## src/rtl/decoder_write_queue.sv

```systemverilog
// decoder_write_queue
//   Upstream feeder for the 2-to-4 structural decoder. Write requests
//   (2-bit decoder address + data) are buffered in a DEPTH-entry FIFO and
//   issued one per cycle as a registered enable pulse with addr0/addr1/wr_data.
//   Every accepted request produces exactly one enable pulse, in order.
//
// Ports
//   clk        rising-edge clock
//   reset      asynchronous, active-high reset (discards all queued entries)
//   in_valid   request present on in_addr/in_data
//   in_ready   queue can accept a request this cycle
//   in_addr    decoder address (bit0 -> addr0, bit1 -> addr1)
//   in_data    write data
//   stall      downstream busy; suppresses issue
//   enable     one-cycle pulse per issued request
//   addr0      decoder address bit 0 (holds between pulses)
//   addr1      decoder address bit 1 (holds between pulses)
//   wr_data    data paired with the current enable pulse (holds between pulses)
//   count      queued, not-yet-issued entries
//   issued_cnt saturating issue counter, present only when
//              DECODER_QUEUE_STATS_EN is defined
//
// Handshake: a request transfers on a rising clk edge where in_valid and
// in_ready are both high. in_ready depends only on the registered count, so
// it never looks at in_valid, and a pop on the same edge does not free a slot
// for that edge's push (no pass-through when full).

module decoder_write_queue #(
  parameter int DEPTH  = 4,
  parameter int DATA_W = 8,
  localparam int CNT_W = $clog2(DEPTH) + 1
) (
  input  logic              clk,
  input  logic              reset,
  input  logic              in_valid,
  output logic              in_ready,
  input  logic [1:0]        in_addr,
  input  logic [DATA_W-1:0] in_data,
  input  logic              stall,
  output logic              enable,
  output logic              addr0,
  output logic              addr1,
  output logic [DATA_W-1:0] wr_data,
`ifdef DECODER_QUEUE_STATS_EN
  output logic [7:0]        issued_cnt,
`endif
  output logic [CNT_W-1:0]  count
);

  localparam int PTR_W = $clog2(DEPTH);

  logic [1:0]        mem_addr [DEPTH];
  logic [DATA_W-1:0] mem_data [DEPTH];
  logic [PTR_W-1:0]  wr_ptr;
  logic [PTR_W-1:0]  rd_ptr;
  logic              push;
  logic              pop;

  // Both decisions use the pre-edge count: no push-to-issue bypass on an
  // empty queue and no push into a full queue even if it is popping.
  assign in_ready = (count != CNT_W'(DEPTH));
  assign push     = in_valid && in_ready;
  assign pop      = (count != '0) && !stall;

  // Storage needs no reset: entries are only visible through count.
  always_ff @(posedge clk) begin
    if (push) begin
      mem_addr[wr_ptr] <= in_addr;
      mem_data[wr_ptr] <= in_data;
    end
  end

  // DEPTH is a power of two, so the pointers wrap naturally with no bubble.
  always_ff @(posedge clk or posedge reset) begin
    if (reset) begin
      wr_ptr  <= '0;
      rd_ptr  <= '0;
      count   <= '0;
      enable  <= 1'b0;
      addr0   <= 1'b0;
      addr1   <= 1'b0;
      wr_data <= '0;
    end else begin
      if (push) begin
        wr_ptr <= wr_ptr + PTR_W'(1);
      end

      if (pop) begin
        rd_ptr  <= rd_ptr + PTR_W'(1);
        enable  <= 1'b1;
        addr0   <= mem_addr[rd_ptr][0];
        addr1   <= mem_addr[rd_ptr][1];
        wr_data <= mem_data[rd_ptr];
      end else begin
        // Address and data hold so the decoder inputs stay quiet between pulses.
        enable <= 1'b0;
      end

      case ({push, pop})
        2'b10:   count <= count + CNT_W'(1);
        2'b01:   count <= count - CNT_W'(1);
        default: count <= count;
      endcase
    end
  end

`ifdef DECODER_QUEUE_STATS_EN
  always_ff @(posedge clk or posedge reset) begin
    if (reset) begin
      issued_cnt <= 8'd0;
    end else if (pop && (issued_cnt != 8'hFF)) begin
      issued_cnt <= issued_cnt + 8'd1;
    end
  end
`endif

endmodule

```

## config.mk

```make
export PLATFORM = sky130hd
export DESIGN_NAME = decoder_write_queue
export DESIGN_NICKNAME = d
export VERILOG_FILES = /design/src/rtl/decoder_write_queue.sv
export SDC_FILE = /design/constraint.sdc
export NUM_CORES = 1
export LEC_CHECK = 0
export CAP_MARGIN = 20
export CORE_MARGIN = 4
export CORE_UTILIZATION = 30
export CTS_CLUSTER_SIZE = 28
export DETAILED_ROUTE_END_ITERATION = 8
export DONT_BUFFER_PORTS = 1
export GPL_TIMING_DRIVEN = 0
export SKIP_CTS_REPAIR_TIMING = 1
export SYNTH_ARGS = -nofsm -noshare
export SYNTH_HDL_FRONTEND = slang
export SYNTH_SLANG_ARGS = --single-unit
```

## constraint.sdc

```tcl
create_clock -name clk -period 2.6 [get_ports clk]
set_clock_uncertainty 0.15 [all_clocks]
set_input_delay 0.52 -clock clk [delete_from_list [all_inputs] [get_ports clk]]
set_output_delay 0.52 -clock clk [all_outputs]
set_load 0.02 [all_outputs]
```

==> summary.txt <==
Final layout
  – Commonest non-fill, non-tap cells in the layout: edfxtp_1, dfrtp_1, mux2_4, clkbuf_8, mux4_2
  – Area Growth Syn to Fin: 13.99%
  – Nets: 144
  – Antenna diode count: 0
  – Post-route insts no fill: 228
  – Layout cells sized above 1: 0.3566
  – Most common cell after layout, fill and taps aside: edfxtp_1

Synthesis
  – Compound-gate portion of the synthesized area: 0
  – Multiplexer share of the synthesized area: 0.1735
  – Synth Area in Adders: 0.03579
  – Mapped Area: 2307 µm²
  – Post-Syn Instances: 112
  – Cell variety after synth: 21
  – Syn avg cell area: 20.60 µm²
  – Synthesized Nets: 132
  – Synth Register Bits: 58
  – Main combinational cell family by area after synthesis: multiplexers
  – Post-Synth XOR/XNOR Area: 0.02278
  – Simple-Gate Fraction of Synth Area: 0.03037
  – Number of synthesis warnings: 0
  – Register area share after synthesis: 0.7158

Route
  – DR pass1 iterations: 2
  – DRT iter0 DRCs: 33
  – Final wirelength: 3936 µm
  – DR DRC count: 0
  – Antenna Violating Nets Remaining: 0
  – Vias per cell: 4.364
  – Total number of vias: 995
  – Routed wire length per instance: 17.26 µm

Global routing
  – Initial antenna violation count: 0
  – Tot GR Track Use: 0.09638
  – Total grt overflow: 0
  – Pin count of the biggest net entering global routing: 19
  – Vias in the first global route: 1,176
  – Global-route wire length before repair: 6189 µm

Power
  – Pwr per Cell Area: 1206 nW/µm²
  – Comb pwr share: 0.265
  – Switching part of the total: 0.3111
  – Sequential share of power: 0.494
  – Maximum VDD drop: 0.2762 mV
  – Int Power: 2.185 mW
  – Clock share of power: 0.242
  – Pleak: 0.9802 nW
  – Switching pwr: 0.9870 mW

STA
  – Slew @ Worst Pin: 0.7482 ns
  – Count of final setup violators: 0
  – Achievable Freq: 0.4052 GHz
  – Final Hold Vio Count: 0
  – Final max-slew violation count: 0
  – Setup TNS: 0 ns
  – Final min period: 2.468 ns
  – RSZ-0062 raised after global routing: false
  – Max_slew headroom: 0.5006
  – Post-route clock period utilization: 0.9492

Die
  – Die ar.: 9158 µm²
  – Die height: 95.70 µm
  – Starting Density: 0.3131
  – Core area: 7370 µm²
  – Die width: 95.70 µm
  – Floorplan row count: 31
  – I/O Pins: 29

Place
  – PortBufs: 0
  – HPWL Detailed: 2666 µm
  – Cells after DPL: 211
  – Placer congestion estimate: 0.6311

CTS
  – Root Driver: clkbuf_8
  – Reg clk slew, reported paths: 0.07 ns
  – CTS Buffer Depth: 2
  – CTS buffer count: 9
  – CTS tree: yes
  – Clock Latency Late Sink: 0.33 ns
  – CTS sink count: 58
  – H-tree depth: 3

Critical path
  – WS Path Type: register to register
  – Arrival @ worst endpoint: 2.55 ns
  – CP max FO: 6
  – Setup crit end kind: register
  – CP Launch Type: register
  – WP data required: 2.69 ns

Status
  – Status: complete, no violations

Job
  – Max cap viols: 0

Worst hold path
  – Hold WC Path Type: input pin to asynchronous set/reset pin
## cell families after synthesis
kind of cell	Yosys count
and+or+nand+nor	10
buffers and inverters	10
xor gates and xnor gates	6
muxes	22
adders and majority gates	6
DFF	58
## area by class of cell
class                           instances  area, µm²
Tap cell                               99      123.9
Clock inverter                          4      43.79
Fill cell                             695       4740
Timing Repair Buffer                    1      7.507
Sequential cell                        58       1655
Inverter                                7      26.28
Clock buffer                           12      135.1
Buffer                                  3      27.53
Multi-Input combinational cell         44      610.6
## power groups by stage
| stage | Combinational (mW) | Sequential (mW) | Clock (mW) |
|---|---|---|---|
| floorplan | 0.693 | 1.53 | 0 |
| CTS | 0.849 | 1.57 | 0.788 |
| global route | 0.926 | 1.60 | 0.826 |
| global placement | 0.805 | 1.56 | 0 |
| finish | 0.839 | 1.57 | 0.767 |
| detailed placement | 0.843 | 1.59 | 0 |
## synth_stat cells
cell type | instances | area (µm²)
fa_1 | 1 | 20.02
xnor2_1 | 2 | 17.52
nor3b_1 | 1 | 7.510
xor2_1 | 4 | 35.03
mux2_2 | 2 | 22.52
nor3_1 | 1 | 5.000
nor2_1 | 2 | 7.510
mux2_4 | 9 | 135.1
mux2i_1 | 1 | 10.01
dfrtp_1 | 18 | 450.4
and3_2 | 4 | 30.03
buf_2 | 1 | 5.000
inv_1 | 7 | 26.28
ha_1 | 5 | 62.56
buf_4 | 1 | 7.510
and2_4 | 1 | 8.760
mux4_2 | 8 | 180.2
or3b_4 | 1 | 11.26
buf_6 | 1 | 11.26
mux4_1 | 2 | 52.55
edfxtp_1 | 40 | 1201
## worst max-delay path, stage by stage, from the launching register on
cell and delay, ns:
dfrtp_2 0.47, or3b_4 0.49, and2_4 0.17, inv_1 0.05, ha_2 0.18, inv_1 0.06, fa_2 0.33, xor2_1 0.16
nor2_1 0.14, xor2_1 0.18
## worst paths after layout
path	from	end	slack, ns	cells after the start
worst max-delay path	count[1]	count[2]	0.13	9
worst min-delay path	reset	addr1	0.06	1
worst max register to register	count[1]	count[2]	0.13	9
worst min register to register	wr_ptr[1]	wr_ptr[1]	0.43	1
max in group asynchronous	reset	count[0]	1.72	1
min in group clk	in_data[0]	mem_data[3][0]	0.13	0
## state kept, by name, indices dropped and copies added, names as in the netlist, 2 cells and up
signal / flops
wr_ptr: 2
mem_addr: 8
wr_data: 8
count: 3
mem_data: 32
rd_ptr: 2
## metal layers
layer	part of all wire	global-route usage	vias up
met1	0.39	0.1072	501
met4	0.026	0.06398	0
li1	-	-	450
met5	0	0	-
met3	0.091	0.04222	8
met2	0.49	0.1494	36
## stage by stage
stage / utilization / cell area (µm²) / setup slack, ns / hold WS [ns] / total power [mW]
4_1_cts: 0.3542 / 2610 / -0.03100 / 0.06624 / 3.207
3_3_place_gp: 0.3299 / 2431 / 0.1054 / 0.4028 / 2.369
3_5_place_dp: 0.3299 / 2431 / -0.01251 / 0.4297 / 2.431
5_1_grt: 0.3569 / 2630 / 0.02097 / 0.1020 / 3.351
6_report: 0.3569 / 2630 / 0.1321 / 0.05501 / 3.172
2_1_floorplan: - / 2307 / 0.1990 / 0.3086 / 2.222
Power figures use the tool's default switching activity.
